`src/rtl/relu_sched_pkg.sv`:
```
// Shared types and the requantization helper for the column reLU scheduler.
// sat_requant is sized by the package widths; the top's width parameters must match them.
package relu_sched_pkg;

    localparam int unsigned AccWidth  = 24;
    localparam int unsigned DataWidth = 8;
    localparam int unsigned ShiftW    = 5;

    typedef enum logic [1:0] {IDLE, RUN, DRAIN, DONE} state_e;

    localparam logic signed [AccWidth:0] SatMax = (AccWidth+1)'((2 ** (DataWidth - 1)) - 1);
    localparam logic signed [AccWidth:0] SatMin = (AccWidth+1)'(-(2 ** (DataWidth - 1)));

    // Round half up, arithmetic shift in AccWidth+1 bits, then clamp to the activation range.
    function automatic logic signed [DataWidth-1:0] sat_requant(
        input logic signed [AccWidth-1:0] acc,
        input logic        [ShiftW-1:0]   shift
    );
        logic signed [AccWidth:0] ext;
        logic signed [AccWidth:0] rnd;
        logic signed [AccWidth:0] t;
        ext = {acc[AccWidth-1], acc};
        rnd = '0;
        if (shift != '0) begin
            rnd = (AccWidth+1)'(1) << (shift - ShiftW'(1));
        end
        t = (ext + rnd) >>> shift;
        if (t > SatMax) begin
            return SatMax[DataWidth-1:0];
        end else if (t < SatMin) begin
            return SatMin[DataWidth-1:0];
        end
        return t[DataWidth-1:0];
    endfunction

endpackage

```
`src/rtl/rr_arbiter.sv`:
```
// Round-robin arbiter: one-hot grant to the first request at or after the pointer.
// The pointer moves just past the winner whenever a grant is issued.
module rr_arbiter #(
    parameter  int unsigned N    = 4,
    localparam int unsigned IdxW = $clog2(N)
) (
    input  logic            clk,
    input  logic            rst,
    input  logic [N-1:0]    req_i,
    input  logic            en_i,
    output logic [N-1:0]    gnt_o,
    output logic [IdxW-1:0] idx_o
);

    logic [IdxW-1:0] ptr_q, ptr_d;
    logic [IdxW-1:0] cand;
    logic            found;

    always_comb begin
        gnt_o = '0;
        idx_o = '0;
        found = 1'b0;
        cand  = '0;
        if (en_i) begin
            for (int i = 0; i < N; i++) begin
                // N is a power of two, so the index wraps naturally
                cand = ptr_q + IdxW'(i);
                if (!found && req_i[cand]) begin
                    found       = 1'b1;
                    gnt_o[cand] = 1'b1;
                    idx_o       = cand;
                end
            end
        end
        ptr_d = found ? idx_o + IdxW'(1) : ptr_q;
    end

    always_ff @(posedge clk or posedge rst) begin
        if (rst) begin
            ptr_q <= '0;
        end else begin
            ptr_q <= ptr_d;
        end
    end

endmodule

```
`src/rtl/relu_col_scheduler.sv`:
```
// Shares one 1-cycle reLU unit among N_COLS columns: round-robin grant, requant, issue,
// and a 2-entry result FIFO, sequenced per tile by a start/done FSM.
module relu_col_scheduler
    import relu_sched_pkg::*;
#(
    parameter  int unsigned N_COLS     = 4,
    parameter  int unsigned ACC_WIDTH  = AccWidth,
    parameter  int unsigned DATA_WIDTH = DataWidth,
    parameter  int unsigned SHIFT_W    = ShiftW,
    parameter  int unsigned CNT_W      = 16,
    localparam int unsigned IdxW       = $clog2(N_COLS)
) (
    input  logic                        clk,
    input  logic                        rst,
    input  logic                        start,
    input  logic [SHIFT_W-1:0]          cfg_shift,
    input  logic                        cfg_relu,
    input  logic [CNT_W-1:0]            cfg_count,
    input  logic [N_COLS-1:0]           col_valid,
    input  logic [N_COLS*ACC_WIDTH-1:0] col_acc,
    output logic [N_COLS-1:0]           col_ready,
    output logic                        relu_iv,
    output logic [DATA_WIDTH-1:0]       relu_in,
    input  logic                        relu_ov,
    input  logic [DATA_WIDTH-1:0]       relu_od,
    output logic                        out_valid,
    input  logic                        out_ready,
    output logic [DATA_WIDTH-1:0]       out_data,
    output logic [IdxW-1:0]             out_col,
    output logic                        busy,
    output logic                        done
);

    state_e state_q, state_d;

    logic [SHIFT_W-1:0]    shift_q;
    logic                  relu_q;
    logic [CNT_W-1:0]      count_q, issued_q;

    logic                  iv_q, pv_q;
    logic [DATA_WIDTH-1:0] in_q, pd_q;
    logic [IdxW-1:0]       icol_q, pcol_q;

    logic [DATA_WIDTH-1:0] fd_q [2];
    logic [IdxW-1:0]       fc_q [2];
    logic                  wp_q, rp_q;
    logic [1:0]            occ_q;

    logic [2:0]            pending;
    logic                  grant_en, hs, wr, rd;
    logic [IdxW-1:0]       win;
    logic [ACC_WIDTH-1:0]  acc_sel;
    logic [DATA_WIDTH-1:0] wdata;

    // Everything granted but not yet popped counts against the two FIFO slots.
    assign pending  = {1'b0, occ_q} + {2'b0, iv_q} + {2'b0, pv_q};
    assign grant_en = (state_q == RUN) && (issued_q < count_q) && (pending < 3'd2);

    rr_arbiter #(
        .N (N_COLS)
    ) u_arb (
        .clk   (clk),
        .rst   (rst),
        .req_i (col_valid),
        .en_i  (grant_en),
        .gnt_o (col_ready),
        .idx_o (win)
    );

    assign hs      = |col_ready;
    assign acc_sel = col_acc[int'(win)*ACC_WIDTH +: ACC_WIDTH];
    assign wr      = pv_q && relu_ov;
    assign wdata   = relu_q ? relu_od : pd_q;
    assign rd      = out_valid && out_ready;

    assign relu_iv   = iv_q;
    assign relu_in   = in_q;
    assign out_valid = (occ_q != 2'd0);
    assign out_data  = out_valid ? fd_q[rp_q] : '0;
    assign out_col   = out_valid ? fc_q[rp_q] : '0;
    assign busy      = (state_q != IDLE);
    assign done      = (state_q == DONE);

    always_comb begin
        state_d = state_q;
        unique case (state_q)
            IDLE:    if (start) state_d = (cfg_count == '0) ? DONE : RUN;
            RUN:     if (issued_q == count_q) state_d = DRAIN;
            DRAIN:   if (!iv_q && !pv_q && occ_q == 2'd0) state_d = DONE;
            DONE:    state_d = IDLE;
            default: state_d = IDLE;
        endcase
    end

    always_ff @(posedge clk or posedge rst) begin
        if (rst) begin
            state_q  <= IDLE;
            shift_q  <= '0;
            relu_q   <= 1'b0;
            count_q  <= '0;
            issued_q <= '0;
        end else begin
            state_q <= state_d;
            if (state_q == IDLE && start) begin
                shift_q  <= cfg_shift;
                relu_q   <= cfg_relu;
                count_q  <= cfg_count;
                issued_q <= '0;
            end else if (hs) begin
                issued_q <= issued_q + CNT_W'(1);
            end
        end
    end

    // Issue stage, then the stage aligned with the reLU unit's result.
    always_ff @(posedge clk or posedge rst) begin
        if (rst) begin
            iv_q   <= 1'b0;
            in_q   <= '0;
            icol_q <= '0;
            pv_q   <= 1'b0;
            pd_q   <= '0;
            pcol_q <= '0;
        end else begin
            iv_q   <= hs;
            in_q   <= hs ? sat_requant(acc_sel, shift_q) : '0;
            icol_q <= win;
            pv_q   <= iv_q;
            pd_q   <= in_q;
            pcol_q <= icol_q;
        end
    end

    always_ff @(posedge clk or posedge rst) begin
        if (rst) begin
            for (int i = 0; i < 2; i++) begin
                fd_q[i] <= '0;
                fc_q[i] <= '0;
            end
            wp_q  <= 1'b0;
            rp_q  <= 1'b0;
            occ_q <= 2'd0;
        end else begin
            if (wr) begin
                fd_q[wp_q] <= wdata;
                fc_q[wp_q] <= pcol_q;
                wp_q       <= ~wp_q;
            end
            if (rd) begin
                rp_q <= ~rp_q;
            end
            occ_q <= occ_q + {1'b0, wr} - {1'b0, rd};
        end
    end

endmodule

```
`config.mk`:
```
export PLATFORM = sky130hd
export DESIGN_NAME = relu_col_scheduler
export DESIGN_NICKNAME = d
export VERILOG_FILES = /design/src/rtl/relu_sched_pkg.sv /design/src/rtl/rr_arbiter.sv /design/src/rtl/relu_col_scheduler.sv
export SDC_FILE = /design/constraint.sdc
export NUM_CORES = 1
export LEC_CHECK = 0
export CORE_MARGIN = 3
export CORE_UTILIZATION = 43
export DETAILED_ROUTE_END_ITERATION = 8
export PLACE_DENSITY_LB_ADDON = 0.1
export SLEW_MARGIN = 15
export SYNTH_ARGS = -nofsm -noshare
export SYNTH_HDL_FRONTEND = slang
export SYNTH_HIERARCHICAL = 1
export SYNTH_SLANG_ARGS = --single-unit
```
`constraint.sdc`:
```
create_clock -name clk -period 8.3 [get_ports clk]
set_clock_uncertainty 0.15 [all_clocks]
set_input_delay 1.245 -clock clk [delete_from_list [all_inputs] [get_ports clk]]
set_output_delay 1.245 -clock clk [all_outputs]
set_load 0.005 [all_outputs]
```
==> results.yml, run 1 <==
synth:
  ys_types: 86
  synth_warnings: 6
  ys_seq_area_frac: 0.262
  synth_area_um2: 8410
  synth-edff-count: 0
  synth_area_per_cell_um2: 8.46
  async_flop_share: 1.00
  netlist_instances: 994
  ys_seq_elements: 88
  synth_nets: 1186
  synth_top_flop_cell: "dfrtp_1"
sta:
  final-setup-viol-count: 0
  tightestPinTransition_ns: 0.983
  maxSlewHeadroom: 0.344
  rsz0062_at_grt: "false"
  tns_ns: 0
  layout_min_cycle_time_ns: 7.93
  setup_ws_ns: 0.370
  slew_violations: 0
  hold_viol_final: 0
  period_share: 0.955
  fmax_mhz: 126
routing:
  drtIter0Drc: 670
  drc: 0
  ant_nets: 0
  num_vias: 8136
  routed_via_density: 5.83
  firstDrtPassIters: 5
  wl_per_cell_um: 17.9
  wirelength_um: 24900
setup_path:
  crit_path_max_incr_delay_ns: 0.53
  start_kind: "flip-flop"
  worstRegToRegCells: 30
  crit_required_ns: 8.39
  critPathArrivalTime_ns: 8.02
  endpoint_kind: "flip-flop"
  critical-path-slowest-cell: "a221oi_4"
  critPathKind: "reg -> reg"
  worstPathMaxFanout: 7
floorplan:
  io_pins: 161
  rows: 50
  core_um2: 19000
  die_h_um: 146
  die_area_um2: 21300
  start_util: 0.444
  chipWidth_um: 146
min_path:
  hold_path_class: "reg -> reg"
  holdPathStages: 0
layout:
  layout_common_cells: "160 x clkdlybuf4s50_1, 113 x nand2_1, 113 x nor2_1, 88 x dfrtp_1, 74 x o21ai_0"
  mostFrequentLayoutCell: "clkdlybuf4s50_1"
  final_area_um2: 10600
  syn_to_final_growth_pct: 26.3
  diodes: 0
  nets: 1322
  drive_gt1_frac: 0.109
grt:
  grt_pass1_vias: 8045
  grt_first_pass_wirelength_um: 41500
  antenna_found_initial: 0
  grt_max_degree: 63
  grtUsageTotal: 0.232
  grt_overflow: 0
clock_network:
  path_clk_slew_ns: 0.06
  clockRootBuffer: "clkbuf_16"
  clock_sinks: 88
  numCtsBuffers: 9
  cts_buffer_depth: 2
  cts_tree: "built"
  clock_latency_ns: 0.33
  htreeDepth: 3
placed_design:
  pre_cts_ws_ns: 0.230
  placed_cell_area_um2: 10300
  dp_hpwl_um: 19400
  place_congestion: 0.971
  io_buffers: 160
flow_run:
  maxCapViolations: 0
power_and_ir_drop:
  ir_drop_uv: 198
  p_leak_nw: 4.43
  power_density_nw_per_um2: 287
run_status:
  status: "finished clean"
cell families (layout without fill, tap and decap cells):
kind of cell,count (synthesis),after routing,synth area share
DFF,88,88,0.262
adders and majority gates,57,57,0.0857
and+or+nand+nor,338,338,0.185
buffers and inverters,97,238,0.0480
AOI/OAI and AO/OA,306,306,0.245
muxes,75,75,0.139
xor gates and xnor gates,33,33,0.0361
worst max-delay path, delay by kind of cell, from the launching register on:
kind / cells / cell delay [ns]
buffers and inverters: 2 / 0.40
xor gates and xnor gates: 1 / 0.22
DFF: 1 / 0.43
adders and majority gates: 2 / 0.68
AOI/OAI and AO/OA: 17 / 4.45
muxes: 1 / 0.50
and+or+nand+nor: 7 / 0.97
stage by stage:
step / total power [mW] / cells / hold slack (ns) / util
2_1_floorplan: 2.01 / 994 / 0.181 / -
3_3_place_gp: 2.60 / 1378 / 0.210 / 0.541
3_5_place_dp: 2.59 / 1378 / 0.219 / 0.541
4_1_cts: 3.03 / 1394 / 0.233 / 0.558
5_1_grt: 3.29 / 1395 / 0.248 / 0.560
6_report: 3.05 / 1395 / 0.229 / 0.560
report_power, final:
group / switching, mW / internal (mW) / total (mW)
logic: 1.10 / 0.894 / 2.00
clock network: 0.157 / 0.264 / 0.421
registers: 0.0924 / 0.534 / 0.627
total: 1.35 / 1.69 / 3.05
worst paths after layout:
path | start | end | slack, ns
worst max-delay path | issued_q[1]$_DFFE_PP0P_ | relu_in[4]$_DFF_PP0_ | 0.37
worst min-delay path | relu_in[0]$_DFF_PP0_ | pd_q[0]$_DFF_PP0_ | 0.23
worst max register to register | issued_q[1]$_DFFE_PP0P_ | relu_in[4]$_DFF_PP0_ | 0.37
worst min register to register | relu_in[0]$_DFF_PP0_ | pd_q[0]$_DFF_PP0_ | 0.23
max in group asynchronous | rst | fd_q[10]$_DFFE_PP0P_ | 5.79
min in group asynchronous | rst | u_arb/ptr_q[0]$_DFFE_PP0P_ | 0.97
sequential cells by signal, indices dropped and copies added (netlist names):
name	cells
state_q	2
pcol_q	2
icol_q	2
shift_q	5
relu_q	1
rp_q	1
issued_q	16
count_q	16
pd_q	8
fd_q	16
fc_q	4
relu_iv	1
occ_q	2
pv_q	1
u_arb/ptr_q	2
relu_in	8
wp_q	1
cells in the mapped netlist, drive strengths merged, types with 19 or more instances:
library cell  number  share of area
nand3             21          0.012
a21oi             75          0.046
clkbuf            38          0.017
o21ai             89          0.056
dfrtp             88           0.26
mux2i             28          0.033
nor2             117          0.053
inv               40          0.018
buf               19          0.013
xor2              21          0.022
mux4              32          0.086
nand2            114          0.052
a211oi            22          0.021
ha                56          0.083
per-layer routing:
layer,GRT usage,vias up,share of wire
met1,0.321,3766,0.46
met2,0.375,354,0.45
li1,-,3964,-
met3,0.0355,52,0.066
met5,0,-,0
met4,0.0745,0,0.026
layout make-up:
class | count | area [µm²]
fillers | 1784 | 8330
multi-input cells | 809 | 5860
flip-flops and latches | 88 | 2200
repair buffers | 182 | 1770
well taps | 260 | 325
clock buffers | 11 | 233
inverters | 40 | 151
clock inverters | 5 | 81.3
what timing repair did:
item | CTS | global route
resized for setup | 0 | 9
buffers inserted | 0 | 1
endpoints found under the setup margin | 0 | 7
hold buffers | 0 | 0
endpoints found under the hold margin | 0 | 0
No activity file was read; power rests on OpenSTA's default activity.
==> inputs of run 2 (changes only) <==
Settings changed: CORE_UTILIZATION 43 to 45.
==> run 2 against run 1 <==
  * Clock-buffer cell count down 1
  * Combinational power about the same
  * Power down 0.49%
  * Flip-flop and latch count unchanged
  * Hold slack better by 0.0025 ns
  * Global-route usage up 1.0 points
  * Wire length down 0.96%
  * First-iteration DRC count down 24%
  * Core utilization up 2.1 points
  * Setup slack better by 0.22 ns
  * Critical path type unchanged
==> results.yml, run 2 (synthesis gave the netlist of run 1 again) <==
run_status:
  status: "finished clean"
floorplan:
  core_um2: 18100
  rows: 49
  start_util: 0.464
  io_pins: 161
  die_area_um2: 20400
  die_h_um: 143
  chipWidth_um: 143
setup_path:
  worstPathMaxFanout: 8
  endpoint_kind: "flip-flop"
  worst_path_most_repeated_cell: "a21oi_1"
  cp-startpoint: "issued_q[1]$_DFFE_PP0P_"
  worstRegToRegCells: 31
  crit_path_max_incr_delay_ns: 0.57
  crit_end: "relu_in[6]$_DFF_PP0_"
  critPathArrivalTime_ns: 7.75
  r2r_slack_ns: 0.59
  timing.rr.end: "relu_in[6]$_DFF_PP0_"
  start_kind: "flip-flop"
  crit_required_ns: 8.34
  critical-path-slowest-cell: "or4_4"
  critPathKind: "reg -> reg"
  reg2reg_from: "issued_q[1]$_DFFE_PP0P_"
sta:
  fmax_mhz: 130
  layout_min_cycle_time_ns: 7.71
  rsz0062_at_grt: "false"
  hold_viol_final: 0
  tns_ns: 0
  tightestPinTransition_ns: 0.989
  maxSlewHeadroom: 0.340
  whs_ns: 0.232
  slew_violations: 0
  final-setup-viol-count: 0
  period_share: 0.929
  setup_ws_ns: 0.593
layout:
  largest_registers: "count_q (16), fd_q (16), issued_q (16)"
  mostFrequentLayoutCell: "clkdlybuf4s50_1"
  syn_to_final_growth_pct: 25.3
  nets: 1321
  diodes: 0
  layout_common_cells: "160 x clkdlybuf4s50_1, 114 x nor2_1, 113 x nand2_1, 88 x dfrtp_1, 74 x o21ai_0"
  fin_util: 0.581
  drive_gt1_frac: 0.107
routing:
  num_vias: 8285
  ant_nets: 0
  routed_via_density: 6.08
  wl_per_cell_um: 18.1
  firstDrtPassIters: 5
  drc: 0
  drtIter0Drc: 508
  wirelength_um: 24700
clock_network:
  path_clk_slew_ns: 0.07
  clock_latency_ns: 0.33
  htreeDepth: 3
  numCtsBuffers: 9
  clock_sinks: 88
  cts_buffer_depth: 2
  clockRootBuffer: "clkbuf_16"
  cts_tree: "built"
power_and_ir_drop:
  power_density_nw_per_um2: 287
  p_seq_frac: 0.207
  p_leak_nw: 4.42
  power.total_mw: 3.03
  comb_power_share: 0.658
  p_sw_frac: 0.445
  ir_drop_uv: 152
  p_sw_mw: 1.35
  clock_power_share: 0.135
  p_int_mw: 1.68
placed_design:
  pre_cts_ws_ns: 0.377
  dp_hpwl_um: 19200
  place_congestion: 0.942
  io_buffers: 160
grt:
  grt_overflow: 0
  antenna_found_initial: 0
  grtUsageTotal: 0.242
  grt_first_pass_wirelength_um: 40500
  grt_pass1_vias: 7922
  grt_max_degree: 65
min_path:
  hold_start: "relu_in[3]$_DFF_PP0_"
  hold_path_class: "reg -> reg"
flow_run:
  maxCapViolations: 0
==> run 2: per-stage QoR <==
step	cells	cell area (µm²)
final	1363	10500
after global routing	1363	10500
after CTS	1360	10500
after detailed placement	1344	10200
after global placement	1344	10200
after floorplan	994	8410
==> run 2: worst min-delay path by stage <==
stage / end / depth (start not counted)
CTS: pd_q[3]$_DFF_PP0_ / 0
global route: pd_q[3]$_DFF_PP0_ / 0
global placement: pd_q[3]$_DFF_PP0_ / 0
detailed placement: pd_q[3]$_DFF_PP0_ / 0
floorplan: pcol_q[0]$_DFF_PP0_ / 0
finish: pd_q[3]$_DFF_PP0_ / 0
==> run 2: worst max-delay path, delay by kind of cell (launching register included) <==
family / cells / cell delay, ns
AOI/OAI and AO/OA: 14 / 3.25
and+or+nand+nor: 10 / 1.61
muxes: 2 / 0.79
adders and majority gates: 2 / 0.71
buffers and inverters: 3 / 0.59
DFF: 1 / 0.43
==> run 2: cell type report <==
cell class / instances / area (µm²)
clock buffers: 10 / 239
clock inverters: 6 / 66.3
fillers: 1675 / 7600
inverters: 40 / 151
multi-input cells: 809 / 5840
flip-flops and latches: 88 / 2200
well taps: 229 / 287
repair buffers: 181 / 1760
==> run 2: metal layers <==
layer,global-route usage,share of wire
met1,0.340,0.45
met2,0.389,0.46
met3,0.0338,0.067
met4,0.0745,0.019
met5,0,0
==> run 2: what timing repair did <==
action                     CTS  global route
buffers inserted             0             3
hold buffers                 0             0
setup endpoints to repair    0             7
resized for setup            0             4
==> run 2: power by group through the flow <==
stage | combinational (mW) | sequential, mW | clock, mW
finish | 1.99 | 0.628 | 0.408
global route | 2.19 | 0.643 | 0.436
CTS | 1.96 | 0.629 | 0.418
global placement | 1.94 | 0.633 | 0
floorplan | 1.41 | 0.595 | 0
detailed placement | 1.95 | 0.636 | 0
==> inputs of run 3 (changes only) <==
Settings changed: GPL_ROUTABILITY_DRIVEN from default to 0.
==> run 3 against run 2 <==
  * Via count rose by 0.24%
  * Critical endpoint is now relu_in[2]$_DFF_PP0_
  * Die area did not move
  * Core utilization fell by 0.11 points
  * Sequential share of layout area barely moved
  * Wire length fell by 2.5%
==> results.yml, run 3 (synthesis gave the netlist of run 1 again) <==
setup_path:
  start_kind: "flip-flop"
  critical-path-slowest-cell: "mux4_2"
  reg2reg_from: "issued_q[1]$_DFFE_PP0P_"
  timing.rr.end: "relu_in[2]$_DFF_PP0_"
  critPathArrivalTime_ns: 7.71
  worstRegToRegCells: 30
  crit_path_max_incr_delay_ns: 0.56
  endpoint_kind: "flip-flop"
  crit_end: "relu_in[2]$_DFF_PP0_"
  cp-startpoint: "issued_q[1]$_DFFE_PP0P_"
  crit_required_ns: 8.35
  worstPathMaxFanout: 8
  critPathKind: "reg -> reg"
  r2r_slack_ns: 0.64
  worst_path_most_repeated_cell: "a21oi_1"
sta:
  slew_violations: 0
  layout_min_cycle_time_ns: 7.66
  fmax_mhz: 131
  maxSlewHeadroom: 0.348
  hold_viol_final: 0
  final-setup-viol-count: 0
  tightestPinTransition_ns: 0.978
  whs_ns: 0.223
  period_share: 0.923
  tns_ns: 0
  rsz0062_at_grt: "false"
clock_network:
  path_clk_slew_ns: 0.06
  htreeDepth: 3
  numCtsBuffers: 9
  cts_tree: "built"
  clock_latency_ns: 0.33
  cts_buffer_depth: 2
  clock_sinks: 88
  clockRootBuffer: "clkbuf_16"
power_and_ir_drop:
  p_leak_nw: 4.40
  ir_drop_uv: 165
  power.total_mw: 2.99
  power_density_nw_per_um2: 284
layout:
  nets: 1318
  syn_to_final_growth_pct: 25.1
  multiInputGateArea_um2: 5850
  drive_gt1_frac: 0.103
  fin_cells: 1360
  seqCellArea_um2: 2200
  mostFrequentLayoutCell: "clkdlybuf4s50_1"
  layout_common_cells: "160 x clkdlybuf4s50_1, 114 x nor2_1, 113 x nand2_1, 88 x dfrtp_1"
  largest_registers: "count_q (16), fd_q (16), issued_q (16)"
  diodes: 0
  fillers: 1636
floorplan:
  chipWidth_um: 143
  io_pins: 161
  rows: 49
  core_um2: 18100
  start_util: 0.464
  die_h_um: 143
  die_area_um2: 20400
min_path:
  hold_path_class: "reg -> reg"
routing:
  wirelength_um: 24100
  wl_per_cell_um: 17.7
  drc: 0
  firstDrtPassIters: 8
  ant_nets: 0
  routed_via_density: 6.11
  drtIter0Drc: 631
  num_vias: 8305
run_status:
  status: "finished clean"
grt:
  grtUsageTotal: 0.231
  grt_pass1_vias: 7863
  grt_first_pass_wirelength_um: 38900
  grt_overflow: 0
  antenna_found_initial: 0
  grt_max_degree: 70
placed_design:
  dp_hpwl_um: 18700
  io_buffers: 160
  dp_cells: 1340
flow_run:
  maxCapViolations: 0
run 3: layout make-up:
cell class                      instances  area share
Clock buffer                           13      0.0247
Inverter                               40      0.0144
Multi-Input combinational cell        809       0.556
Timing Repair Buffer                  178       0.165
Clock inverter                          3     0.00380
Sequential cell                        88       0.209
Tap cell                              229      0.0272
run 3: critical path: cells and delay by family (launching register included):
kind,cells,cell delay [ns]
flip-flops,1,0.43
adder cells (fa/ha/maj),3,0.97
XOR/XNOR,1,0.31
AND/OR/NAND/NOR,10,1.65
buffers and inverters,1,0.18
AO/OA/AOI/OAI,14,3.24
multiplexers,1,0.56
run 3: metal layers:
metal	part of all wire	global-route usage	vias to the layer above
met2	0.44	0.370	417
li1	-	-	3972
met4	0.030	0.0815	0
met3	0.079	0.0345	64
met1	0.45	0.320	3852
met5	0	0	-
run 3: stage by stage:
stage	utilization	setup WS [ns]	instance area, µm²
final	0.580	0.641	10500
after global routing	0.580	0.0170	10500
after CTS	0.577	0.446	10500
after detailed placement	0.560	0.305	10200
after global placement	0.560	0.462	10200
after floorplan	-	0.823	8410
run 3: how the worst min path moves through the flow:
| stage | start | endpoint | slack, ns | depth (start not counted) |
|---|---|---|---|---|
| final | relu_in[3]$_DFF_PP0_ | pd_q[3]$_DFF_PP0_ | 0.22 | 0 |
| after global routing | relu_in[0]$_DFF_PP0_ | pd_q[0]$_DFF_PP0_ | 0.24 | 0 |
| after CTS | relu_in[3]$_DFF_PP0_ | pd_q[3]$_DFF_PP0_ | 0.23 | 0 |
| after detailed placement | relu_in[3]$_DFF_PP0_ | pd_q[3]$_DFF_PP0_ | 0.21 | 0 |
| after global placement | relu_in[3]$_DFF_PP0_ | pd_q[3]$_DFF_PP0_ | 0.22 | 0 |
| after floorplan | icol_q[0]$_DFF_PP0_ | pcol_q[0]$_DFF_PP0_ | 0.18 | 0 |
run 3: timing repair:
| action | CTS | global route |
|---|---|---|
| setup buffers | 0 | 4 |
| gates resized for setup | 0 | 4 |
| setup endpoints to repair | 0 | 7 |
| hold buffers | 0 | 0 |
run 3: power breakdown:
group / internal, mW / total, mW / switching (mW)
Combinational: 0.881 / 1.97 / 1.08
Clock: 0.249 / 0.400 / 0.151
Sequential: 0.535 / 0.626 / 0.0919
==> edit 1 (config.mk and constraints of run 1) <==
Reset style: synchronous (`rst`), changed in 4 clocked blocks.
--- a/src/rtl/rr_arbiter.sv
+++ b/src/rtl/rr_arbiter.sv
@@ -35,7 +35,7 @@
         ptr_d = found ? idx_o + IdxW'(1) : ptr_q;
     end
 
-    always_ff @(posedge clk or posedge rst) begin
+    always_ff @(posedge clk) begin
         if (rst) begin
             ptr_q <= '0;
         end else begin
--- a/src/rtl/relu_col_scheduler.sv
+++ b/src/rtl/relu_col_scheduler.sv
@@ -92,7 +92,7 @@
         endcase
     end
 
-    always_ff @(posedge clk or posedge rst) begin
+    always_ff @(posedge clk) begin
         if (rst) begin
             state_q  <= IDLE;
             shift_q  <= '0;
@@ -113,7 +113,7 @@
     end
 
     // Issue stage, then the stage aligned with the reLU unit's result.
-    always_ff @(posedge clk or posedge rst) begin
+    always_ff @(posedge clk) begin
         if (rst) begin
             iv_q   <= 1'b0;
             in_q   <= '0;
@@ -131,7 +131,7 @@
         end
     end
 
-    always_ff @(posedge clk or posedge rst) begin
+    always_ff @(posedge clk) begin
         if (rst) begin
             for (int i = 0; i < 2; i++) begin
                 fd_q[i] <= '0;
Function: differs if rst is asserted again (counterexample within 4 cycles, from zero or initial values and one cycle with rst high); with rst held inactive, the same outputs for 4 cycles.
==> edit 1 against run 1 <==
  * Design area increased by 0.22%
  * Power down 13%
  * Sequential cell count increased by 1
  * Setup slack improved by 250 ps
  * Area after synthesis increased by 2.1%
  * Wire length increased by 5.1%
  * Hold slack better by 81 ps
==> edit 1: results (changes against run 1) <==
| Metric | Value |
|---|---|
| Status | `complete, no violations` |
| 1st-iter DRT viols | `715 (+6.7%)` |
| Clock sink count | `89 (+1.1%)` |
| Setup crit start | `col_valid[2]` |
| Largest net degree at the start of global routing | `51 (-19%)` |
| DP Wirelength | `20440 um (+5.2%)` |
| Worst path arrival time | `7730 ps (-290 ps)` |
| CLK BUF | `10 (-1)` |
| Register share of total power | `21.2% (+0.6 points)` |
| Asr flop ratio synth | `0% (-100 points)` |
| Post-Syn Nets | `1234 (+4.0%)` |
| Register area | `0.001982 mm2 (-10%)` |
| Placed Area | `0.01037 mm2 (+1.1%)` |
| Dpl ws | `307.6 ps (+77.43 ps)` |
| Critical R2R Capture | `relu_in[2]` |
| Max stage delay cell, worst path | `mux4_2` |
| Measured slew at the worst slew-check pin | `1117 ps (+133.2 ps)` |
| Multi-input gate area | `0.006157 mm2 (+5.0%)` |
| Sequential area share after synthesis | `23.07% (-3.1 points)` |
| Multi-input combinational area share | `57.83% (+2.6 points)` |
| Vias in the first global route | `8260 (+2.7%)` |
| Hold Slack | `310.3 ps (+80.93 ps)` |
| Leakage | `3.869 nW (-13%)` |
| Syn_area_per_cell | `8.244 um2 (-2.6%)` |
| R2R depth | `28 (-6.7%)` |
| GRT Resource Usage Total | `23.77% (+0.57 points)` |
-- edit 1: changes by cell type in the layout (fill, tap and decap cells not counted), moves of 11 or more --
| cell | change |
|---|---|
| mux2i_1 | +11 |
| dfxtp_1 | +69 |
| dfrtp_1 | -88 |
| o21ai_0 | -37 |
| nor2_1 | +20 |
| edfxtp_1 | +20 |
| nor2b_1 | +20 |
-- edit 1: routing by layer --
layer  up-vias  wire [um]  global-route usage, %
li1       4114          -                      -
met1      3928      10750                  29.32
met2       351      12920                  41.50
met3        73       1529                  3.208
met4         0        991                  10.48
met5         -          0                      0
-- edit 1: kinds of logic (layout without fill, tap and decap cells) --
logic type / after synthesis / in the layout / share of synthesized area, %
compound gates: 279 / 279 / 23.26
xor+xnor: 36 / 36 / 4.063
fa+ha+maj: 57 / 57 / 8.389
buf+inv: 110 / 239 / 5.418
flops: 89 / 89 / 23.07
mux: 79 / 79 / 14.13
simple gates: 392 / 392 / 21.67
==> edit 2 (flow settings as in run 1) <==
Made on the original files. Change the parameter `N_COLS` from 4 to 8.
--- a/src/rtl/relu_col_scheduler.sv
+++ b/src/rtl/relu_col_scheduler.sv
@@ -3,7 +3,7 @@
 module relu_col_scheduler
     import relu_sched_pkg::*;
 #(
-    parameter  int unsigned N_COLS     = 4,
+    parameter  int unsigned N_COLS     = 8,
     parameter  int unsigned ACC_WIDTH  = AccWidth,
     parameter  int unsigned DATA_WIDTH = DataWidth,
     parameter  int unsigned SHIFT_W    = ShiftW,
Interface: changed (resized col_acc, col_ready, col_valid and out_col); port bits go from 161 to 266. The function was not compared with the original's and may differ.
==> edit 2 against run 1 <==
  * Design area is 43% higher
  * Area after synthesis is 23% higher
  * Core utilization is 8.3 points higher
  * Wire length is 48% higher
  * Hold slack worse by 33 ps
  * Final cell count is 35% higher
  * Register-to-register slack better by 110 ps
  * Global-route usage is 4.5 points higher
  * Sequential share of layout area is 5.4 points lower
  * Setup slack worse by 150 ps
  * Non-clock buffer count is 277 higher
  * Sequential cell count is 5 higher
Power is not compared: it rests on default switching activity, and its combinational part moved more than twofold at a synthesized area within 25%.
==> edit 2: results (changes against run 1) <==
| Metric | Value |
|---|---|
| Dpl ws | `-352.2 ps (-582.4 ps)` |
| Via count | `10920 (+34%)` |
| Post-Syn Nets | `1466 (+24%)` |
| Vias/cell | `5.782 (-0.86%)` |
| Mux share of post-synthesis cell area | `23.09% (+9.2 points)` |
| Commonest cells post-synth | `147 x nand2_1, 113 x nor2_1, 93 x dfrtp_1` |
| Post-Synth Adder-Cell Area | `6.968% (-1.6 points)` |
| First-pass GRT wire length | `58380 um (+41%)` |
| Xor/xnor cell area share of the yosys netlist | `3.460% (-0.15 points)` |
| GRT Resource Usage Total | `27.66% (+4.5 points)` |
| Total Wirelength | `36940 um (+48%)` |
| Global Route met3 Usage | `4.181% (+0.63 points)` |
| Syn_area_per_cell | `8.810 um2 (+4.1%)` |
| Share of post-route cells with drive strength above 1 | `24.20% (+13 points)` |
| Nets | `1859 (+41%)` |
| Worst slew margin | `37.67% (+3.2 points)` |
| Status | `complete, no violations` |
| 1st-iter DRT viols | `828 (+24%)` |
| Compound-gate portion of the synthesized area | `20.49% (-4.0 points)` |
| Met3 routed WL | `2462 um (+51%)` |
| Number of port buffers | `265 (+66%)` |
| Met1 usage | `35.58% (+3.5 points)` |
| Gpl congestion | `0.9792 (+0.81%)` |
| Vias in the first global route | `11120 (+38%)` |
| Sequential area share after synthesis | `22.50% (-3.7 points)` |
| Metal-1 WL | `15540 um (+37%)` |
| Met2 usage | `49.52% (+12 points)` |
==> edit 2: cell count changes in the layout (fill, tap and decap cells not counted), sizes merged, moves of 11 or more <==
cell / change
o21a: -12
buf: +172
a21oi: -22
nand2: +33
mux2: +26
clkdlybuf4s50: +102
nor3: +14
mux2i: +16
and2: +11
nand4: +11
mux4: +33
==> edit 2: path summary, 6_finish.rpt <==
| path | slack (ps) | to | cells after the start | from |
|---|---|---|---|---|
| worst max register to register | 480 | relu_in[1] | 36 | issued_q[1] |
| worst min register to register | 200 | pcol_q[1] | 0 | icol_q[1] |
| min in group asynchronous | 1000 | icol_q[1] | 2 | rst |
| worst max-delay path | 220 | relu_in[1] | 27 | col_valid[5] |
| max in group asynchronous | 6060 | issued_q[6] | 3 | rst |
| worst min-delay path | 200 | pcol_q[1] | 0 | icol_q[1] |
==> edit 2: area by class of cell <==
class	instances	area, um2
fill	2047	8384
multi-input combinational	958	7744
timing repair buffer	459	4187
sequential	93	2327
tap	319	399.1
clock buffer	10	229.0
inverter	46	173.9
clock inverter	4	98.84
==> edit 2: power breakdown <==
group / switching [W] / internal [W] / leakage (nW)
sequential: 0.0000965 / 0.000596 / 1.11
clock: 0.000164 / 0.000291 / 0.159
combinational: 0.00251 / 0.00255 / 5.08
total: 0.00277 / 0.00344 / 6.35
==> edit 2: per-stage QoR <==
stage	total power, W	area [um2]	utilization, %	TNS [ps]
detailed placement	0.005568	14600	62.02	-2429
global placement	0.005512	14600	62.02	-2004
finish	0.006209	15160	64.39	0
floorplan	0.003577	10380	-	0
CTS	0.006062	14940	63.47	0
global route	0.006662	15160	64.39	-68.70
==> edit 2: repair_timing <==
item                                    in CTS  in global routing
pin swaps                                    1                  9
resized for setup                            2                 45
endpoints found under the hold margin        0                  0
buffers inserted                             0                  3
endpoints found under the setup margin       7                  7
